--- config.mk ---
export PLATFORM = sky130hd
export DESIGN_NAME = adder_operand_loader
export DESIGN_NICKNAME = d
export VERILOG_FILES = /design/src/rtl/adder_pkg.sv /design/src/rtl/operand_word_packer.sv /design/src/rtl/adder_operand_loader.sv
export SDC_FILE = /design/constraint.sdc
export NUM_CORES = 1
export LEC_CHECK = 0
export ABC_CLOCK_PERIOD_IN_PS = 2800
export CAP_MARGIN = 25
export CORE_MARGIN = 8
export CORE_UTILIZATION = 30
export CTS_BUF_LIST = sky130_fd_sc_hd__clkbuf_16
export CTS_CLUSTER_SIZE = 16
export DETAILED_ROUTE_END_ITERATION = 16
export GPL_TIMING_DRIVEN = 0
export PLACE_DENSITY_LB_ADDON = 0.2
export RECOVER_POWER = 100
export SKIP_LAST_GASP = 1
export SYNTH_ARGS = -nofsm -noshare
export SYNTH_HDL_FRONTEND = slang
export SYNTH_SLANG_ARGS = --single-unit
--- constraint.sdc ---
create_clock -name clk -period 2.8 [get_ports clk]
set_clock_uncertainty 0.15 [all_clocks]
set_input_delay 0.42 -clock clk [delete_from_list [all_inputs] [get_ports clk]]
set_output_delay 0.42 -clock clk [all_outputs]
set_load 0.005 [all_outputs]
--- src/rtl/adder_pkg.sv ---
// Shared types and sizing helpers for the adder operand loader.
package adder_pkg;

    typedef enum logic [1:0] {
        LOAD_A = 2'd0,
        LOAD_B = 2'd1,
        HOLD   = 2'd2
    } load_state_e;

    function automatic int unsigned calc_nwords(input int unsigned adder_width,
                                                input int unsigned word_width);
        return (adder_width + word_width - 1) / word_width;
    endfunction

    // A single-word operand still needs a 1-bit counter to stay legal.
    function automatic int unsigned calc_cnt_width(input int unsigned nwords);
        return (nwords > 1) ? $clog2(nwords) : 1;
    endfunction

endpackage

--- src/rtl/operand_word_packer.sv ---
// Word counter plus A/B operand registers; one insert path shared by both operands via sel_b.
module operand_word_packer
    import adder_pkg::*;
#(
    parameter int unsigned ADDER_WIDTH = 120,
    parameter int unsigned WORD_WIDTH  = 16
) (
    input  logic                   clk,
    input  logic                   rst_n,
    input  logic                   wr_en,
    input  logic                   sel_b,
    input  logic [WORD_WIDTH-1:0]  word,
    output logic                   last_word,
    output logic [ADDER_WIDTH-1:0] a,
    output logic [ADDER_WIDTH-1:0] b
);

    localparam int unsigned NWORDS = calc_nwords(ADDER_WIDTH, WORD_WIDTH);
    localparam int unsigned CNT_W  = calc_cnt_width(NWORDS);
    localparam int unsigned PW     = NWORDS * WORD_WIDTH;
    localparam logic [CNT_W-1:0] CNT_MAX = CNT_W'(NWORDS - 1);

    logic [CNT_W-1:0]       cnt_q, cnt_d;
    logic [ADDER_WIDTH-1:0] a_q, b_q;
    logic [ADDER_WIDTH-1:0] opnd_cur, opnd_ins, word_sh, mask_sh;

    // Shift in the padded domain, then truncate: bits of the top word above ADDER_WIDTH drop out.
    always_comb begin
        opnd_cur = sel_b ? b_q : a_q;
        word_sh  = ADDER_WIDTH'(PW'(word) << (32'(cnt_q) * WORD_WIDTH));
        mask_sh  = ADDER_WIDTH'(PW'({WORD_WIDTH{1'b1}}) << (32'(cnt_q) * WORD_WIDTH));
        opnd_ins = (opnd_cur & ~mask_sh) | word_sh;
    end

    always_comb begin
        cnt_d = cnt_q;
        if (wr_en) begin
            cnt_d = (cnt_q == CNT_MAX) ? '0 : cnt_q + 1'b1;
        end
    end

    always_ff @(posedge clk or negedge rst_n) begin
        if (!rst_n) begin
            cnt_q <= '0;
            a_q   <= '0;
            b_q   <= '0;
        end else begin
            cnt_q <= cnt_d;
            if (wr_en && !sel_b) a_q <= opnd_ins;
            if (wr_en && sel_b)  b_q <= opnd_ins;
        end
    end

    assign last_word = (cnt_q == CNT_MAX);
    assign a         = a_q;
    assign b         = b_q;

endmodule

--- src/rtl/adder_operand_loader.sv ---
// Assembles operands A then B from a word stream and presents them as a held pair.
// Optional even-parity checking on input words is enabled by defining LOADER_PARITY_EN.
module adder_operand_loader
    import adder_pkg::*;
#(
    parameter int unsigned ADDER_WIDTH = 120,
    parameter int unsigned WORD_WIDTH  = 16
) (
    input  logic                   clk,
    input  logic                   rst_n,
    input  logic [WORD_WIDTH-1:0]  in_data,
    input  logic                   in_valid,
    output logic                   in_ready,
    output logic [ADDER_WIDTH-1:0] a,
    output logic [ADDER_WIDTH-1:0] b,
    output logic                   out_valid,
    input  logic                   out_ready
`ifdef LOADER_PARITY_EN
    ,
    input  logic                   in_par,
    output logic                   par_err
`endif
);

    if (ADDER_WIDTH < WORD_WIDTH) begin : g_width_check
        $error("adder_operand_loader: ADDER_WIDTH must not be smaller than WORD_WIDTH");
    end

    load_state_e state_q;
    logic        transfer;
    logic        last_word;

    assign transfer = in_valid && in_ready;

    operand_word_packer #(
        .ADDER_WIDTH (ADDER_WIDTH),
        .WORD_WIDTH  (WORD_WIDTH)
    ) u_packer (
        .clk       (clk),
        .rst_n     (rst_n),
        .wr_en     (transfer),
        .sel_b     (state_q == LOAD_B),
        .word      (in_data),
        .last_word (last_word),
        .a         (a),
        .b         (b)
    );

    // in_ready stays low in HOLD, so words presented there never reach the packer.
    always_ff @(posedge clk or negedge rst_n) begin
        if (!rst_n) begin
            state_q   <= LOAD_A;
            in_ready  <= 1'b0;
            out_valid <= 1'b0;
        end else begin
            unique case (state_q)
                LOAD_A: begin
                    in_ready <= 1'b1;
                    if (transfer && last_word) state_q <= LOAD_B;
                end
                LOAD_B: begin
                    in_ready <= 1'b1;
                    if (transfer && last_word) begin
                        state_q   <= HOLD;
                        in_ready  <= 1'b0;
                        out_valid <= 1'b1;
                    end
                end
                HOLD: begin
                    if (out_ready) begin
                        state_q   <= LOAD_A;
                        in_ready  <= 1'b1;
                        out_valid <= 1'b0;
                    end
                end
                default: begin
                    state_q   <= LOAD_A;
                    in_ready  <= 1'b0;
                    out_valid <= 1'b0;
                end
            endcase
        end
    end

`ifdef LOADER_PARITY_EN
    always_ff @(posedge clk or negedge rst_n) begin
        if (!rst_n) begin
            par_err <= 1'b0;
        end else if (out_valid && out_ready) begin
            par_err <= 1'b0;
        end else if (transfer && (^{in_data, in_par})) begin
            par_err <= 1'b1;
        end
    end
`endif

endmodule

==> results of run 1 <==
==> worst register-to-register path, cell delays in order, from the launching register on <==
cell	delay (ns)
sky130_fd_sc_hd__dfrtp_1	0.51
sky130_fd_sc_hd__buf_2	0.25
sky130_fd_sc_hd__inv_1	0.24
sky130_fd_sc_hd__ha_1	0.22
sky130_fd_sc_hd__nand3_1	0.09
sky130_fd_sc_hd__or3_1	0.31
sky130_fd_sc_hd__clkbuf_1	0.24
sky130_fd_sc_hd__clkbuf_2	0.30
sky130_fd_sc_hd__a22o_1	0.23
==> cells by family (layout without fill, tap and decap cells) <==
logic type / Yosys count / count (layout) / synth area share, %
flops: 247 / 247 / 67.2
compound gates: 246 / 246 / 23.2
simple gates: 98 / 98 / 5.72
buf+inv: 59 / 372 / 2.78
fa+ha+maj: 6 / 6 / 0.817
xor+xnor: 1 / 1 / 0.0953
mux: 1 / 1 / 0.123
==> stage by stage <==
stage                     hold slack [ns]  setup TNS [ns]
after global placement              0.321        -2382.24
after floorplan                   -0.0256               0
final                               0.329               0
after CTS                           0.338               0
after global routing                0.349               0
after detailed placement            0.322               0
==> power breakdown <==
| part | internal (mW) | leakage [nW] | switching [mW] | total [mW] |
|---|---|---|---|---|
| Combinational | 3.33 | 2.57 | 2.61 | 5.95 |
| Clock | 1.94 | 0.445 | 1.43 | 3.37 |
| Sequential | 5.12 | 3.17 | 0.982 | 6.11 |
| Total | 10.4 | 6.18 | 5.03 | 15.4 |
==> worst max path at each step <==
| stage | from | slack (ns) | endpoint | cells after the start |
|---|---|---|---|---|
| after floorplan | u_packer.cnt_q[1] | 0.73 | u_packer.b[22] | 8 |
| after global placement | rst_n | -9.68 | u_packer.a[57] | 1 |
| after detailed placement | u_packer.cnt_q[1] | 0.11 | u_packer.a[93] | 7 |
| after CTS | u_packer.cnt_q[1] | 0.07 | u_packer.a[91] | 7 |
| after global routing | u_packer.cnt_q[2] | 0.02 | u_packer.a[57] | 7 |
| final | u_packer.cnt_q[1] | 0.15 | u_packer.b[23] | 8 |
==> synthesized netlist by cell type <==
cell type | n | area, sq um
sky130_fd_sc_hd__a22o_1 | 128 | 1120
sky130_fd_sc_hd__and2_1 | 1 | 6.26
sky130_fd_sc_hd__and3_1 | 6 | 37.5
sky130_fd_sc_hd__and4_1 | 1 | 8.76
sky130_fd_sc_hd__and4b_1 | 1 | 10.0
sky130_fd_sc_hd__buf_1 | 15 | 56.3
sky130_fd_sc_hd__buf_2 | 26 | 130
sky130_fd_sc_hd__clkbuf_1 | 14 | 52.6
sky130_fd_sc_hd__clkbuf_2 | 1 | 5.00
sky130_fd_sc_hd__dfrtp_1 | 247 | 6180
sky130_fd_sc_hd__ha_1 | 6 | 75.1
sky130_fd_sc_hd__inv_1 | 3 | 11.3
sky130_fd_sc_hd__mux2_2 | 1 | 11.3
sky130_fd_sc_hd__nand2_1 | 31 | 116
sky130_fd_sc_hd__nand2b_1 | 4 | 25.0
sky130_fd_sc_hd__nand3_1 | 15 | 75.1
sky130_fd_sc_hd__nand3b_1 | 1 | 7.51
sky130_fd_sc_hd__nand4_1 | 2 | 12.5
sky130_fd_sc_hd__nand4b_1 | 1 | 8.76
sky130_fd_sc_hd__nor2_1 | 7 | 26.3
sky130_fd_sc_hd__nor2b_1 | 19 | 119
sky130_fd_sc_hd__nor2b_2 | 1 | 8.76
sky130_fd_sc_hd__nor3_1 | 1 | 5.00
sky130_fd_sc_hd__nor3_2 | 4 | 40.0
sky130_fd_sc_hd__o21a_1 | 1 | 7.51
sky130_fd_sc_hd__o21ai_0 | 5 | 25.0
sky130_fd_sc_hd__o2bb2ai_1 | 112 | 981
sky130_fd_sc_hd__or3_1 | 3 | 18.8
sky130_fd_sc_hd__xnor2_1 | 1 | 8.76
==> sequential cells by signal, indices dropped and copies added, names as in the netlist <==
register	flops
u_packer.a	120
u_packer.cnt_q	3
state_q	2
u_packer.b	120
in_ready	1
out_valid	1
==> layer usage <==
metal	share of wire, %	vias to the layer above	track usage [%]
met5	0.085	-	0
met4	1.4	4	3.04
met3	11	46	6.60
met2	43	261	24.7
met1	45	3489	23.9
li1	-	3108	-
==> layout make-up <==
type,instances,area [sq um]
plain buffers,54,225
clock buffers,29,726
clock inverters,22,115
fillers,2870,17200
inverters,3,11.3
multi-input cells,352,2760
flip-flops and latches,247,6180
well taps,396,495
repair buffers,264,2670
==> repair_timing <==
item                                    4_1_cts  5_1_grt
hold buffers                                  1        0
setup buffers                                 0        0
endpoints found under the setup margin        0       19
endpoints found under the hold margin        98        0
==> results.toml, run 1 <==
[sta]
tightest_slew_ns = 1.38
hold_viol = 0
rsz_0062_raised_after_global_routing = "no"
final.period_utilization_pct = 94.7
fmax_ghz = 0.377
slew-limit-headroom_pct = 7.67
setup_violations = 0
drv_slew = 0
finalWorstPathRequiredPeriod_ns = 2.65
postLayoutSetupSlackWorst_ns = 0.147

[global_route]
grt_antenna_before_repair = 2
grt_util_all_layers_pct = 17.0
grt.overflow.total = 0
grt_pass1_vias = 7196
grt_start_max_net_pins = 100
grt_first_pass_wirelength_mm = 48.0

[cts]
worst_setup_hold_path_clk_slew_ns = 0.06
clock_tree_sinks = 247
clock-root-buffer = "sky130_fd_sc_hd__clkbuf_16"
buffer_depth_of_the_longest_clock_path = 3
tritoncts = "built"
cts-resized-gates = 0
clock_buffers_created_by_tritoncts = 28
cts_htree_levels = 1
clk_latency_ns = 0.53

[setup_path]
reg2regPathDepth = 8
crit_path_cell_trace = "buf_2 -> inv_1 -> ha_1 -> nand3_1 -> or3_1 -> clkbuf_1 -> clkbuf_2 -> a22o_1"
critical_path.n_buffers_inverters = 4
start_kind = "register"
worst-r2r-setup-slack_ns = 0.15
worst-setup-path-type = "reg2reg"
r2r-end = "u_packer.b[23]"
worst-endpoint-required_ns = 3.07
cpMaxStageDelayCell = "sky130_fd_sc_hd__dfrtp_1"
path_max_fanout = 10
crit_path_max_incr_delay_ns = 0.51
worstSetupEndpointType = "register"
reg2reg_from = "u_packer.cnt_q[1]"
crit_arrival_ns = 2.92
critical_path.top_delay_family = "buffers and inverters"

[hold_path]
min_delay_path_depth = 1
holdPathEnd = "u_packer.a[102]"
holdCritStartpoint = "u_packer.a[102]"
hold_class = "reg2reg"

[synthesis]
synth.ff_latch_count = 247
synth_cell_type_count = 29
yosysWarnings = 0
netlist_instances = 658
yosysSeqAreaShare_pct = 67.2
synth.cell_area_sq_um = 9190
postSynthAreaPerCell_sq_um = 14.0
syn_nets = 684

[finish]
layout.cells.most_common = "sky130_fd_sc_hd__dfrtp_1"
final_core_util_pct = 43.4
fraction_of_layout_cells_with_a_size_suffix_above_1_pct = 6.18
area.growth.synth_to_final_pct = 43.4
most-common-layout-cells = "sky130_fd_sc_hd__dfrtp_1 (247), sky130_fd_sc_hd__dlygate4sd3_1 (243), sky130_fd_sc_hd__a22o_1 (128), sky130_fd_sc_hd__o2bb2ai_1 (112), sky130_fd_sc_hd__nand2_1 (31)"
final_design_area_no_fill_sq_um = 13200
insertedDiodeCount = 0
finish.net_count = 976
layout.cells.non_filler = 1367

[route]
remaining_antenna_violation_count = 0
routed_via_density = 5.05
dr_total_vias = 6908
post-route-drc-count = 0
firstDrtPassIters = 4
routed_wirelength_mm = 31.9
avgRoutedWirePerCell_um = 23.3
first_iter_violations = 348

[die]
pin_count = 262
fp.dieArea_sq_um = 36500
placeableCoreArea_sq_um = 30300
start_util_pct = 30.3
std_cell_rows = 64
die_width_um = 191
vertical_die_dimension_um = 191

[power_and_ir_drop]
powerDensity_nw_per_um2 = 1170
totalPowerFinal_mw = 15.4
power_leakage_nw = 6.18
vdd_ir_drop_max_mv = 0.480

[place]
io_buffer_count = 261
post-place-ws_ns = 0.108
place.gp.congestion = 0.768
placed_cells = 1317
postPlaceCellArea_sq_um = 12400
place.detailed.hpwl_mm = 23.4

[run]
timing.max_cap.violations = 0

[run_status]
outcome = "finished, final reports clean"
Power figures use the tool's default switching activity.
==> run 2: changes to the inputs <==
- CAP_MARGIN: 25 -> not set
- CORE_MARGIN: 8 -> 1.5
- CTS_CLUSTER_DIAMETER: not set -> 200
==> run 2 against run 1 <==
Register-to-register slack gained 0.05 ns. Critical path depth decreased by 1. Total power decreased by 6.9%. Die area is 13% lower. Maximum frequency grew 1.7%. Utilization shrank 0.48 points. Highest routed layer is now met4.
==> results.toml, run 2 (same netlist as run 1, synthesis figures left out) <==
[finish]
final_core_util_pct = 42.9
num-fill-cells = 2785
area.growth.synth_to_final_pct = 39.5
layout.cells.non_filler = 1334
fraction_of_layout_cells_with_a_size_suffix_above_1_pct = 4.78
most-common-layout-cells = "sky130_fd_sc_hd__dfrtp_1 (247), sky130_fd_sc_hd__dlygate4sd3_1 (243), sky130_fd_sc_hd__a22o_1 (128), sky130_fd_sc_hd__o2bb2ai_1 (112), sky130_fd_sc_hd__nand2_1 (31)"
finish.net_count = 969
layout.cells.most_common = "sky130_fd_sc_hd__dfrtp_1"

[global_route]
grt_pass1_vias = 6961
grt.overflow.total = 0
grt_first_pass_wirelength_mm = 45.2
grt_start_max_net_pins = 124
grt_util_all_layers_pct = 18.8
grt_antenna_before_repair = 2

[cts]
worst_setup_hold_path_clk_slew_ns = 0.08
clock_buffers_created_by_tritoncts = 19
cts-resized-gates = 0
cts-hold-fix-buffers = 1
clock_tree_sinks = 247
cts_setup_buffers = 0
buffer_depth_of_the_longest_clock_path = 3
tritoncts = "built"
cts_htree_levels = 1
clock-root-buffer = "sky130_fd_sc_hd__clkbuf_16"
clk_latency_ns = 0.49

[setup_path]
crit_path_max_incr_delay_ns = 0.46
cpMostUsedCell = "sky130_fd_sc_hd__clkbuf_1"
cpMaxStageDelayCell = "sky130_fd_sc_hd__clkbuf_1"
reg2reg_from = "u_packer.cnt_q[2]"
crit_path_cell_trace = "clkbuf_1 -> buf_2 -> inv_1 -> ha_1 -> nand3_1 -> clkbuf_1 -> o2bb2ai_1"
worst-endpoint-required_ns = 3.06
start_kind = "register"
critical_path.startpoint = "u_packer.cnt_q[2]"
path_max_fanout = 10
crit_arrival_ns = 2.87
worstSetupEndpointType = "register"
worst-setup-path-type = "reg2reg"

[power_and_ir_drop]
swShare_pct = 32.8
power.share.clock_pct = 17.0
internal-power_mw = 9.65
power_frac_seq_pct = 42.5
comb_power_share_pct = 40.5
power_switching_mw = 4.71
power_leakage_nw = 5.97
powerDensity_nw_per_um2 = 1120
vdd_ir_drop_max_mv = 0.497

[die]
fp.dieArea_sq_um = 31700
pin_count = 262
die_width_um = 178
placeableCoreArea_sq_um = 29900
start_util_pct = 30.8
std_cell_rows = 63
vertical_die_dimension_um = 178

[route]
routed_wirelength_mm = 29.6
firstDrtPassIters = 4
post-route-drc-count = 0
first_iter_violations = 436
remaining_antenna_violation_count = 0
routed_via_density = 5.13
avgRoutedWirePerCell_um = 22.2
dr_total_vias = 6840

[sta]
drv_slew = 0
hold_viol = 0
rsz_0062_raised_after_global_routing = "no"
postLayoutSetupSlackWorst_ns = 0.193
slew-limit-headroom_pct = 46.1
setup_violations = 0
finalWorstPathRequiredPeriod_ns = 2.61
final.period_utilization_pct = 93.1
tightest_slew_ns = 0.802
fmax_ghz = 0.384

[place]
io_buffer_count = 261
placed_cells = 1311
place.detailed.hpwl_mm = 21.5
place.gp.congestion = 0.779
post-place-ws_ns = 0.172

[hold_path]
hold_class = "reg2reg"
holdCritStartpoint = "u_packer.a[113]"

[run_status]
outcome = "finished, final reports clean"

[run]
timing.max_cap.violations = 0
## run 2: per-layer routing
metal	global-route usage, %	part of all wire (%)	vias to the layer above
li1	-	-	3074
met1	27.2	46	3473
met2	28.0	43	271
met3	6.07	9.6	22
met4	3.15	1.5	0
met5	0	0	-
## run 2: worst paths after layout
kind	cells past startpoint	endpoint	slack (ns)
worst max register to register	7	u_packer.a[57]	0.19
max in group asynchronous	3	u_packer.a[104]	1.07
min in group asynchronous	2	u_packer.b[4]	0.36
worst min register to register	1	u_packer.a[113]	0.33
worst max-delay path	7	u_packer.a[57]	0.19
worst min-delay path	1	u_packer.a[113]	0.33
## run 2: critical path, delay by kind of cell, from the launching register on
family | cells | cell delay, ns
AND/OR/NAND/NOR | 1 | 0.29
flip-flops | 1 | 0.44
AO/OA/AOI/OAI | 1 | 0.18
buffers and inverters | 4 | 1.22
adder cells (fa/ha/maj) | 1 | 0.23
## run 2: final cells by class
| type | instances | area [sq um] | share of cell area [%] |
|---|---|---|---|
| sequential | 247 | 6180 | 48.2 |
| multi-input combinational | 352 | 2750 | 21.4 |
| timing repair buffer | 264 | 2670 | 20.8 |
| tap | 390 | 488 | 3.80 |
| clock buffer | 19 | 475 | 3.71 |
| buffer | 56 | 233 | 1.81 |
| clock inverter | 1 | 11.3 | 0.0878 |
| inverter | 3 | 11.3 | 0.0878 |
| antenna | 2 | 5.00 | 0.0390 |
## run 2: per-stage QoR
step	total power, mW	hold WS, ns	TNS (ns)	area (sq um)
after floorplan	8.42	-0.0256	0	9190
after global routing	15.3	0.348	0	12800
after global placement	12.6	0.316	-2349.70	12300
after CTS	15.2	0.162	0	12800
after detailed placement	12.7	0.0783	0	12400
final	14.4	0.335	0	12800
## run 2: power groups by stage
stage | clock network (mW) | registers, mW | logic, mW
after floorplan | 0 | 6.11 | 2.31
after detailed placement | 0 | 6.19 | 6.48
after CTS | 2.52 | 6.18 | 6.49
final | 2.44 | 6.11 | 5.82
after global placement | 0 | 6.26 | 6.39
after global routing | 2.64 | 6.30 | 6.40
==> run 3: changes to the inputs <==
- CORE_MARGIN: 1.5 -> not set
- TNS_END_PERCENT: not set -> 50
==> run 3 against run 2 <==
Via count is 1.1% lower. Critical endpoint is now u_packer.b[93]. Highest routed layer is now met5. Global-route usage is 0.37 points higher. Maximum frequency is 0.44% higher. Total power is 0.19% higher. Non-clock buffer count stayed put. Flip-flop and latch count stayed put. Die area is 1.1% lower.
==> results.toml, run 3 (same netlist as run 1, synthesis figures left out) <==
[finish]
layout.cells.most_common = "sky130_fd_sc_hd__dfrtp_1"
finish.net_count = 969
num-fill-cells = 2816
layout.cells.non_filler = 1332
fraction_of_layout_cells_with_a_size_suffix_above_1_pct = 5.41
layout.area.seq_sq_um = 6180
multiInputGateArea_sq_um = 2760
area.growth.synth_to_final_pct = 39.4
most-common-layout-cells = "sky130_fd_sc_hd__dfrtp_1 (247), sky130_fd_sc_hd__dlygate4sd3_1 (243), sky130_fd_sc_hd__a22o_1 (128), sky130_fd_sc_hd__o2bb2ai_1 (112), sky130_fd_sc_hd__nand2_1 (31)"
insertedDiodeCount = 0

[place]
io_buffer_count = 261
place.gp.congestion = 0.797
place.detailed.hpwl_mm = 21.7
post-place-ws_ns = 0.129
placed_cells = 1311

[global_route]
grt.overflow.total = 0
grt_first_pass_wirelength_mm = 45.6
grt_util_all_layers_pct = 19.2
grt_pass1_vias = 7027
grt_start_max_net_pins = 118
grt_antenna_before_repair = 1

[sta]
setup_violations = 0
fmax_ghz = 0.385
final.period_utilization_pct = 92.7
slew-limit-headroom_pct = 18.5
postLayoutSetupSlackWorst_ns = 0.204
finalWorstPathRequiredPeriod_ns = 2.60
drv_slew = 0
tightest_slew_ns = 1.22
hold_viol = 0
rsz_0062_raised_after_global_routing = "no"

[run_status]
outcome = "finished, final reports clean"

[route]
firstDrtPassIters = 4
post-route-drc-count = 0
first_iter_violations = 444
routed_wirelength_mm = 30.0
dr_total_vias = 6767
remaining_antenna_violation_count = 0
avgRoutedWirePerCell_um = 22.5
routed_via_density = 5.08

[setup_path]
crit_arrival_ns = 2.87
worst-endpoint-required_ns = 3.07
worst-setup-path-type = "reg2reg"
worstSetupEndpointType = "register"
worst-r2r-setup-slack_ns = 0.20
reg2regPathDepth = 7
path_max_fanout = 10
start_kind = "register"
reg2reg_from = "u_packer.cnt_q[1]"
r2r-end = "u_packer.b[93]"

[die]
vertical_die_dimension_um = 177
fp.dieArea_sq_um = 31300
placeableCoreArea_sq_um = 29900
std_cell_rows = 63
die_width_um = 177
start_util_pct = 30.8
pin_count = 262

[cts]
clock-root-buffer = "sky130_fd_sc_hd__clkbuf_16"
cts_setup_buffers = 0
clock_buffers_created_by_tritoncts = 19
clock_tree_sinks = 247
buffer_depth_of_the_longest_clock_path = 3
clk_latency_ns = 0.49
cts_htree_levels = 1
tritoncts = "built"
worst_setup_hold_path_clk_slew_ns = 0.07

[hold_path]
min_delay_path_depth = 1
holdPathEnd = "u_packer.b[103]"
hold_class = "reg2reg"
holdCritStartpoint = "u_packer.b[103]"

[power_and_ir_drop]
power_leakage_nw = 5.98
vdd_ir_drop_max_mv = 0.571
powerDensity_nw_per_um2 = 1120

[run]
timing.max_cap.violations = 0
run 3: cell count changes in the layout (fill, tap and decap cells not counted), sizes merged:
| cell | before | now |
|---|---|---|
| buf | 32 | 37 |
| clkbuf | 46 | 41 |
| diode | 2 | 0 |
run 3: layout make-up:
type,instances,share of cell area (%)
Multi-Input combinational cell,352,21.5
Tap cell,390,3.81
Buffer,56,1.85
Inverter,3,0.0879
Clock buffer,19,3.71
Timing Repair Buffer,264,20.7
Clock inverter,1,0.0879
Sequential cell,247,48.2
run 3: routing by layer:
layer  track usage (%)  up-vias  wire length [um]
met1              27.5     3413             13700
met3              5.48       32              2750
met2              29.0      246             13100
met5                 0        -                13
met4              3.48        2               429
li1                  -     3074                 -
run 3: worst max-delay path, cell delays in order, from the launching register on:
cell and delay, ns:
sky130_fd_sc_hd__dfrtp_1 0.57, sky130_fd_sc_hd__buf_2 0.30, sky130_fd_sc_hd__inv_1 0.18, sky130_fd_sc_hd__ha_1 0.23
sky130_fd_sc_hd__and4_1 0.21, sky130_fd_sc_hd__nand2_1 0.26, sky130_fd_sc_hd__clkbuf_1 0.41, sky130_fd_sc_hd__a22o_1 0.21
run 3: timing repair:
item                                   4_1_cts  5_1_grt
hold buffers                                 1        0
endpoints found under the hold margin       45        0
gates resized for setup                      0        0
run 3: how the worst max path moves through the flow:
stage                      start        endpoint  cells after the start
3_3_place_gp               rst_n  u_packer.a[60]                      1
5_1_grt        u_packer.cnt_q[1]  u_packer.a[91]                      7
4_1_cts        u_packer.cnt_q[1]  u_packer.b[93]                      7
3_5_place_dp            in_valid  u_packer.a[55]                      6
6_report       u_packer.cnt_q[1]  u_packer.b[93]                      7
2_1_floorplan  u_packer.cnt_q[1]  u_packer.b[22]                      8
run 3: stage by stage:
step	utilization [%]	cell area, sq um	hold slack [ns]	setup TNS [ns]	total power [mW]
after floorplan	-	9190	-0.0256	0	8.42
after global placement	41.1	12300	0.320	-2346.86	12.6
after detailed placement	41.3	12400	0.199	0	12.7
after CTS	43.0	12800	0.283	0	15.2
after global routing	42.9	12800	0.347	0	15.4
final	42.9	12800	0.332	0	14.4
run 3: report_power, final:
part           total [mW]  switching [mW]  internal [mW]  leakage, nW
clock                2.45            1.23           1.21        0.240
sequential           6.09           0.980           5.11         3.17
combinational        5.85            2.53           3.33         2.57
